[config.mk]
export PLATFORM = sky130hd
export DESIGN_NAME = mem_port_arbiter
export DESIGN_NICKNAME = d
export VERILOG_FILES = /design/src/rtl/mem_port_arbiter.sv
export SDC_FILE = /design/constraint.sdc
export NUM_CORES = 1
export LEC_CHECK = 0
export CORE_UTILIZATION = 45
export DETAILED_ROUTE_END_ITERATION = 16
export MAX_ROUTING_LAYER = met4
export PLACE_DENSITY_LB_ADDON = 0.2
export SLEW_MARGIN = 10
export SYNTH_ARGS = -nofsm -noshare
export SYNTH_HDL_FRONTEND = slang
export SYNTH_SLANG_ARGS = --single-unit
export TNS_END_PERCENT = 50
[constraint.sdc]
create_clock -name clk -period 4.79 [get_ports clk]
set_input_delay 0.479 -clock clk [delete_from_list [all_inputs] [get_ports clk]]
set_output_delay 0.479 -clock clk [all_outputs]
set_load 0.05 [all_outputs]
[src/rtl/mem_port_arbiter.sv]
// Arbitrates one external memory bus between instruction fetch and EX-stage data
// requests, with per-requester acks, a pipeline stall and a sticky bus timeout flag.
module mem_port_arbiter #(
   parameter int          TIMEOUT  = 255,
   parameter int          CNT_W    = 8,
   parameter logic [31:0] ERR_DATA = 32'h0000_0000
) (
   input  logic        clk,
   input  logic        rst,
   input  logic        i_req,
   input  logic [31:0] i_addr,
   output logic [31:0] i_rdata,
   output logic        i_ack,
   input  logic        d_req,
   input  logic        d_wen,
   input  logic [31:0] d_addr,
   input  logic [31:0] d_wdata,
   output logic [31:0] d_rdata,
   output logic        d_ack,
   output logic        bus_req,
   output logic        bus_wen,
   output logic [31:0] bus_addr,
   output logic [31:0] bus_wdata,
   input  logic [31:0] bus_rdata,
   input  logic        bus_ack,
   output logic        stall,
   output logic        bus_err
);

   typedef enum logic [1:0] {IDLE, IBUSY, DBUSY} state_t;

   localparam logic [CNT_W-1:0] CNT_LAST = CNT_W'(TIMEOUT - 1);

   state_t           state;
   logic [CNT_W-1:0] cnt;
   logic             i_elig;
   logic             d_elig;
   logic             timeout_hit;

   // A requester whose ack is showing this cycle has already been served.
   assign i_elig      = i_req & ~i_ack;
   assign d_elig      = d_req & ~d_ack;
   assign stall       = i_elig | d_elig;
   assign timeout_hit = (cnt == CNT_LAST);

   always_ff @(posedge clk) begin
      if (rst) begin
         state     <= IDLE;
         cnt       <= '0;
         bus_req   <= 1'b0;
         bus_wen   <= 1'b0;
         bus_addr  <= 32'h0;
         bus_wdata <= 32'h0;
         i_ack     <= 1'b0;
         d_ack     <= 1'b0;
         i_rdata   <= 32'h0;
         d_rdata   <= 32'h0;
         bus_err   <= 1'b0;
      end else begin
         i_ack <= 1'b0;
         d_ack <= 1'b0;
         case (state)
            IDLE: begin
               if (d_elig) begin
                  bus_addr  <= d_addr;
                  bus_wen   <= d_wen;
                  bus_wdata <= d_wdata;
                  bus_req   <= 1'b1;
                  cnt       <= '0;
                  state     <= DBUSY;
               end else if (i_elig) begin
                  bus_addr  <= i_addr;
                  bus_wen   <= 1'b0;
                  bus_wdata <= 32'h0;
                  bus_req   <= 1'b1;
                  cnt       <= '0;
                  state     <= IBUSY;
               end
            end
            IBUSY, DBUSY: begin
               if (bus_ack) begin
                  bus_req <= 1'b0;
                  state   <= IDLE;
                  if (state == IBUSY) begin
                     i_ack   <= 1'b1;
                     i_rdata <= bus_rdata;
                  end else begin
                     d_ack   <= 1'b1;
                     d_rdata <= bus_wen ? 32'h0 : bus_rdata;
                  end
               end else if (timeout_hit) begin
                  // Abort: complete the owner with error data so it never hangs.
                  bus_req <= 1'b0;
                  bus_err <= 1'b1;
                  state   <= IDLE;
                  if (state == IBUSY) begin
                     i_ack   <= 1'b1;
                     i_rdata <= ERR_DATA;
                  end else begin
                     d_ack   <= 1'b1;
                     d_rdata <= ERR_DATA;
                  end
               end else begin
                  cnt <= cnt + 1'b1;
               end
            end
            default: state <= IDLE;
         endcase
      end
   end

endmodule

======== Word-level counts from Yosys, hierarchy flattened ========
Cells that the tools add are included.
storage, ports and cells
  flip-flop bits (word level) ............. 143
  bits of input ports ..................... 134
  output and inout bits ................... 134
  logic and storage cells ................. 76
operators by class
  $add $sub $neg .......................... 1
  reduce and logical (&&, ||, !) cells .... 13
  muxes and demuxes ....................... 36
  bitwise operators ....................... 8
  equality and inequality tests ........... 7
operators with widths
  operator                                        number
  2-to-1 mux 32 bit                               13
  2-to-1 mux 8 bit                                4
  one-hot mux 8 bit (2 select lines)              1
  2-to-1 mux 1 bit                                12
  AND reduction 3 bit                             4
  adder 8 x 1 -> 8 bit (second input constant)    1
  == test 8 bit (second input constant)           1
  2-to-1 mux 2 bit                                4
  != test 3 bit (second input constant)           2
  nonzero test 2 bit                              3
  NOT 1 bit                                       5
  != test 2 bit (second input constant)           2
  one-hot mux 2 bit (2 select lines)              1
  AND reduction 2 bit                             2
  AND reduction 4 bit                             1
  OR reduction 2 bit                              2
  AND 1 bit                                       2
  == test 2 x 1 -> 1 bit (second input constant)  1
  == test 2 bit (second input constant)           1
  zero test 2 bit                                 1
  one-hot mux 1 bit (2 select lines)              1
  bitwise OR 1 bit                                1

======== Longest topological paths before layout ========
Gate-level depths: netlist of run 1.
  depth in word-level cells ............... 5
  depth in mapped cells ................... 8
  mapped depth without buffers ............ 6

======== Worst setup path after synthesis of run 1 ========
No wires, ideal clock.
  kind .................................... reg2out
  start ................................... register d_ack
  end ..................................... output port stall
  required time ........................... 4311 ps
  path buffers ............................ 2
  stages on the path, launching flop included .. 5
  slack ................................... 2730 ps
  arrival time ............................ 1581 ps
  cell sequence ........................... dfxtp_1 -> nand2b_1 -> buf_2 -> clkbuf_1 -> nand2_1
on the way
  longest elaborated chain between the ends .. 3
RTL lines
  what                    line  text
  start, declared         19    output logic d_ack,
  start signal, assigned  55    d_ack <= 1'b0;
  start signal, assigned  61    d_ack <= 1'b0;
  start signal, assigned  88    d_ack <= 1'b1;
  NOT 1 bit               42    assign d_elig = d_req & ~d_ack;
  AND 1 bit               42
  bitwise OR 1 bit        43    assign stall = i_elig | d_elig;
  end, declared           26    output logic stall,
Every way passes these cells.

======== Worst setup path after layout of run 1 ========
  start ................................... input port d_req
  end ..................................... output port stall
on the way
  longest elaborated chain between the ends .. 2
RTL lines
  what              line  text
  start, declared   14    input logic d_req,
  AND 1 bit         42
  bitwise OR 1 bit  43
Every way passes these cells.

==> results.toml, run 1 <==
[floorplanning]
dieHeight_um = 116.2
start_util_pct = 46.35
die_area_mm2 = 0.01351
die_w_um = 116.2
rows = 41
ios = 268
core_area_mm2 = 0.01267

[sta]
slew_violations = 0
worstMarginPinSlew_ns = 1.201
hold_violations = 0
setup_viol = 0
fin_crit_ns = 2.663
finalCritPeriodShare_pct = 55.60
fin_skew_ns = 0.007475
fmax_mhz = 375.5
final.setup.tns_ns = 0
timing.hold.ws_ns = 0.4564
relSlewSlack_pct = 19.94
rsz0062_at_grt = "false"

[detailed_routing]
drc_errors = 0
firstDrtPassIters = 5
antenna_left = 0
via_per_inst = 5.501
wl_per_cell_um = 16.85
drt-initial-drc-count = 378
finalWirelength_um = 18400
num_vias = 6007

[clock_network]
clock_sinks = 143
cts_made_buffers = 17
cts_resized = 0
path_clk_slew_ns = 0.06
cts-root-buf = "clkbuf_16"
max-clock-path-buffers = 2
cts_tree = "built"
cts_setup_buffers = 0
insertion_delay_ns = 0.42
ctsHtreeMaxLevel = 4
cts_hold_buf = 0

[setup_path]
critPathMaxFanout = 37
rr_startpoint = "state[0]"
slowest_stage = "clkdlybuf4s50_1"
required_ns = 4.31
crit_path_frequent_cell = "clkdlybuf4s50_1"
cp-end-kind = "primary output"
critical_path_arrival_ns = 2.18
ff2ff_setup_slack_ns = 2.24
reg2reg_depth = 8
crit_chain = "clkdlybuf4s50_1 > nand2b_1 > buf_4 > nand2_1 > clkdlybuf4s50_1"
max_stage_delay_ns = 0.80
reg2reg_to = "d_rdata[26]"
worst_setup_path_start_kind = "primary input"
crit_type = "in -> out"

[synth]
synth_seq_cells = 143
synth_nets = 815
synth.avg_cell_area_um2 = 8.675
synth_warnings = 0
yosys.area.top_type = "dfxtp_1"
seq_area_frac_synth_pct = 48.74
synth_top_area_share_pct = 48.74
synth.area.top_cells = "dfxtp_1, nand2_1, mux2i_1"
ys_types = 40
synth_cells = 677
synth_area_mm2 = 0.005873

[grt]
grt_pass1_vias = 5642
antenna_found_initial = 0
overflow = 0
grt_pass1_wl_um = 28010
grtUsageTotal_pct = 27.48
grt_max_degree = 112

[final_layout]
insertedDiodeCount = 0
syn2layout_area_growth_pct = 55.75
final_nets = 1045
multi_input_area_mm2 = 0.002714
regArea_mm2 = 0.002863
nFillCells = 967
layout-drive-gt1-share_pct = 5.870

[run_status]
run_status = "finished, final reports clean"

[hold_path]
hold_path_class = "reg -> reg"
holdPathStages = 2
hold_start = "d_rdata[17]"
min_to = "d_rdata[17]"

[placed_design]
gp_congestion = 0.8203
hpwl_um = 12480
io_buffers = 267

[power_and_ir_drop]
p_per_area_mw_per_mm2 = 399.1
vdd_drop_max_uv = 240.4
p_leak_nw = 3.235

[flow_run]
cap_viol_max_count = 0
==> state kept, by name, indices dropped and copies added, names as in the netlist, 2 cells and up <==
signal     count
state          2
bus_addr      32
cnt            8
i_rdata       32
d_rdata       32
bus_wdata     32
==> Yosys cell counts, drive strengths merged <==
cell    count
nor3b       2
nand2b      2
a22oi      33
mux2i      32
and4        1
nand4      33
o211ai      3
dfxtp     143
nor3        7
a31o        1
o221ai      1
a41o        1
or4         1
o221a       1
nand2     133
buf        21
o31ai      32
and3        2
nor2b       4
ha          4
o32ai       1
nor2       68
nor4        3
a31oi       1
a32o        4
o21ai      10
a21oi      38
a41oi       1
a21boi      1
a311oi     33
clkbuf     46
nand3       7
inv         7
==> kinds of logic after synthesis <==
kind of cell,after synthesis,share of synthesized area (%)
AND/OR/NAND/NOR,263,19.54
buffers and inverters,74,5.582
AO/OA/AOI/OAI,161,19.83
multiplexers,32,5.454
adder cells (fa/ha/maj),4,0.8522
flip-flops,143,48.74
==> worst max-delay path by stage <==
stage / from / to / slack, ns / depth (start not counted)
after global placement: d_req / bus_addr[7] / 1.99 / 7
final: d_req / stall / 2.13 / 5
after CTS: d_req / stall / 2.14 / 5
after global routing: state[0] / d_rdata[8] / 2.06 / 8
after floorplan: d_ack / stall / 2.73 / 4
after detailed placement: d_req / bus_addr[0] / 1.90 / 7
==> power breakdown <==
group | internal, mW | switching, mW
logic | 0.372 | 0.682
clock network | 0.734 | 0.529
registers | 1.28 | 0.0506
total | 2.39 | 1.26
==> through the flow <==
step | power, mW | util, % | cell area, µm² | cells | setup WS (ns)
floorplan | 2.032 | - | 5873 | 677 | 2.730
global placement | 2.379 | 67.60 | 8566 | 1060 | 1.988
detailed placement | 2.406 | 67.60 | 8566 | 1060 | 1.903
CTS | 3.669 | 72.15 | 9143 | 1092 | 2.138
global route | 3.802 | 72.19 | 9148 | 1092 | 2.061
finish | 3.650 | 72.19 | 9148 | 1092 | 2.127
==> placed cells by master, fill, tap and decap left out, types with 6 or more instances in the layout <==
master and instances:
a21oi_1 36, a22oi_1 33, a311oi_1 33, buf_4 12, clkbuf_16 17, clkdlybuf4s50_1 266, clkinv_4 6, dfxtp_1 143
inv_1 7, mux2i_1 32, nand2_1 133, nand3_1 7, nand4_1 33, nor2_1 67, nor3_1 6, o21ai_0 9
o31ai_1 32
==> worst max-delay path: cells and delay by family <==
family	cells	cell delay, ns
simple gates	2	0.17
buf+inv	3	1.53
==> layout make-up <==
| cell class | count | area share (%) |
|---|---|---|
| tap | 172 | 2.353 |
| sequential | 143 | 31.30 |
| inverter | 7 | 0.2872 |
| multi-input combinational | 460 | 29.67 |
| timing repair buffer | 278 | 30.09 |
| clock inverter | 14 | 1.505 |
| clock buffer | 18 | 4.801 |
==> layer usage <==
| layer | track usage (%) | share of wire (%) | wire (µm) |
|---|---|---|---|
| met2 | 47.46 | 51 | 9366 |
| met4 | 11.11 | 2.1 | 382 |
| met1 | 30.37 | 40 | 7360 |
| met5 | - | 0 | 0 |
| met3 | 6.539 | 7.0 | 1291 |
Note: power is estimated with default switching activity, not from simulation.
==> inputs of run 2 (changes only) <==
Settings changed: CORE_UTILIZATION 45 to 42.
Clock period 4.79 ns to 2.8 ns, I/O delays scaled along.
==> run 2 against run 1 <==
Net effect:
- combinational power increased by 73%
- core utilization fell by 4.3 points
- clock skew about the same
- global-route usage shrank 1.2 points
- critical path depth rose by 1
- clock power grew 56%
==> results.toml, run 2 (same netlist as run 1, synthesis figures left out) <==
[sta]
finalCritPeriodShare_pct = 83.11
fin_skew_ns = 0.007187
setup_viol = 0
worstMarginPinSlew_ns = 1.079
rsz0062_at_grt = "false"
hold_violations = 0
relSlewSlack_pct = 27.97
final.setup.tns_ns = 0
fmax_mhz = 429.7
slew_violations = 0
fin_crit_ns = 2.327

[setup_path]
reg2reg_depth = 6
crit_type = "reg -> reg"
rr_startpoint = "state[0]"
critPathMaxFanout = 13
crit_chain = "inv_1 > ha_1 > nor2b_1 > a21boi_2 > o221ai_1 > a32o_1"
max_stage_delay_ns = 0.52
worst_setup_path_start_kind = "flop"
required_ns = 3.10
ff2ff_setup_slack_ns = 0.47
crit_path_start = "state[0]"
slowest_stage = "ha_1"
cp-end-kind = "flop"
critical_path_arrival_ns = 2.63
reg2reg_to = "cnt[2]"

[floorplanning]
die_area_mm2 = 0.01446
core_area_mm2 = 0.01345
rows = 42
die_w_um = 120.3
start_util_pct = 43.66
dieHeight_um = 120.3
ios = 268

[placed_design]
gp_congestion = 0.8108
dp.cells = 1067
io_buffers = 267
hpwl_um = 13070

[clock_network]
cts_made_buffers = 17
ctsHtreeMaxLevel = 4
cts-root-buf = "clkbuf_16"
path_clk_slew_ns = 0.06
cts_resized = 0
insertion_delay_ns = 0.41
max-clock-path-buffers = 2
clock_sinks = 143
cts_hold_buf = 0
cts_tree = "built"
cts_setup_buffers = 0

[final_layout]
stdcell_count = 1098
layout_common_cells = "clkdlybuf4s50_1, dfxtp_1, nand2_1"
syn2layout_area_growth_pct = 55.60
final_common_cell = "clkdlybuf4s50_1"
final_nets = 1049
insertedDiodeCount = 0
layout-drive-gt1-share_pct = 5.748

[grt]
overflow = 0
grt_max_degree = 72
grt_pass1_wl_um = 29180
antenna_found_initial = 0
grt_pass1_vias = 5859
grtUsageTotal_pct = 26.30

[power_and_ir_drop]
vdd_drop_max_uv = 422.1
finalPower_mw = 6.073
p_leak_nw = 3.249
p_per_area_mw_per_mm2 = 664.6

[detailed_routing]
firstDrtPassIters = 5
via_per_inst = 5.586
finalWirelength_um = 18990
drt-initial-drc-count = 373
num_vias = 6133
wl_per_cell_um = 17.30
drc_errors = 0
antenna_left = 0

[hold_path]
hold_start = "rst"
hold_path_class = "in -> reg"
holdPathStages = 2
min_to = "i_rdata[31]"

[run_status]
run_status = "finished, final reports clean"

[flow_run]
cap_viol_max_count = 0
[run 2: cell count changes in the layout (fill, tap and decap cells not counted), sizes merged]
cell	change
buf	+5
bufinv	-1
clkbuf	+5
clkdlybuf4s50	-1
clkinv	-1
clkinvlp	-3
inv	-2
[run 2: stage by stage]
step                cell area, µm²  utilization (%)  setup WS, ns  hold WS (ns)
floorplan                     5873                -        0.9391        0.4222
global placement              8603            63.95        0.3945        0.4439
detailed placement            8603            63.95        0.2240        0.4525
CTS                           9111            67.73        0.4505        0.3076
global route                  9139            67.93        0.2886        0.3320
finish                        9139            67.93        0.4730        0.3217
[run 2: how the worst max path moves through the flow]
stage,to,slack [ns],depth (start not counted)
final,cnt[2],0.47,6
after global routing,d_rdata[25],0.29,6
after CTS,d_rdata[7],0.45,6
after detailed placement,d_rdata[5],0.22,4
after global placement,d_rdata[23],0.39,4
after floorplan,stall,0.94,4
[run 2: worst max-delay path: cells and delay by family, from the launching register on]
| kind | cells | cell delay, ns |
|---|---|---|
| AO/OA/AOI/OAI | 3 | 0.92 |
| adder cells (fa/ha/maj) | 1 | 0.52 |
| buffers and inverters | 1 | 0.06 |
| flip-flops | 1 | 0.35 |
| AND/OR/NAND/NOR | 1 | 0.37 |
[run 2: area by class of cell]
class / count / area (µm²)
clock buffers: 23 / 467.9
multi-input cells: 460 / 2709
inverters: 7 / 26.28
well taps: 176 / 220.2
fillers: 1109 / 4314
repair buffers: 282 / 2813
flip-flops and latches: 143 / 2863
clock inverters: 7 / 40.04
[run 2: per-layer routing]
layer | GRT usage [%] | up-vias | share of wire (%)
met1 | 29.91 | 2951 | 40
met2 | 45.33 | 252 | 51
met3 | 6.038 | 29 | 6.8
met4 | 9.259 | 0 | 1.9
li1 | - | 2901 | -
met5 | - | - | 0
[run 2: report_power, final]
part / total, mW / leakage (nW) / internal [mW] / switching, mW
sequential: 2.28 / 1.17 / 2.20 / 0.0870
clock: 1.97 / 0.248 / 1.16 / 0.810
combinational: 1.82 / 1.83 / 0.648 / 1.17
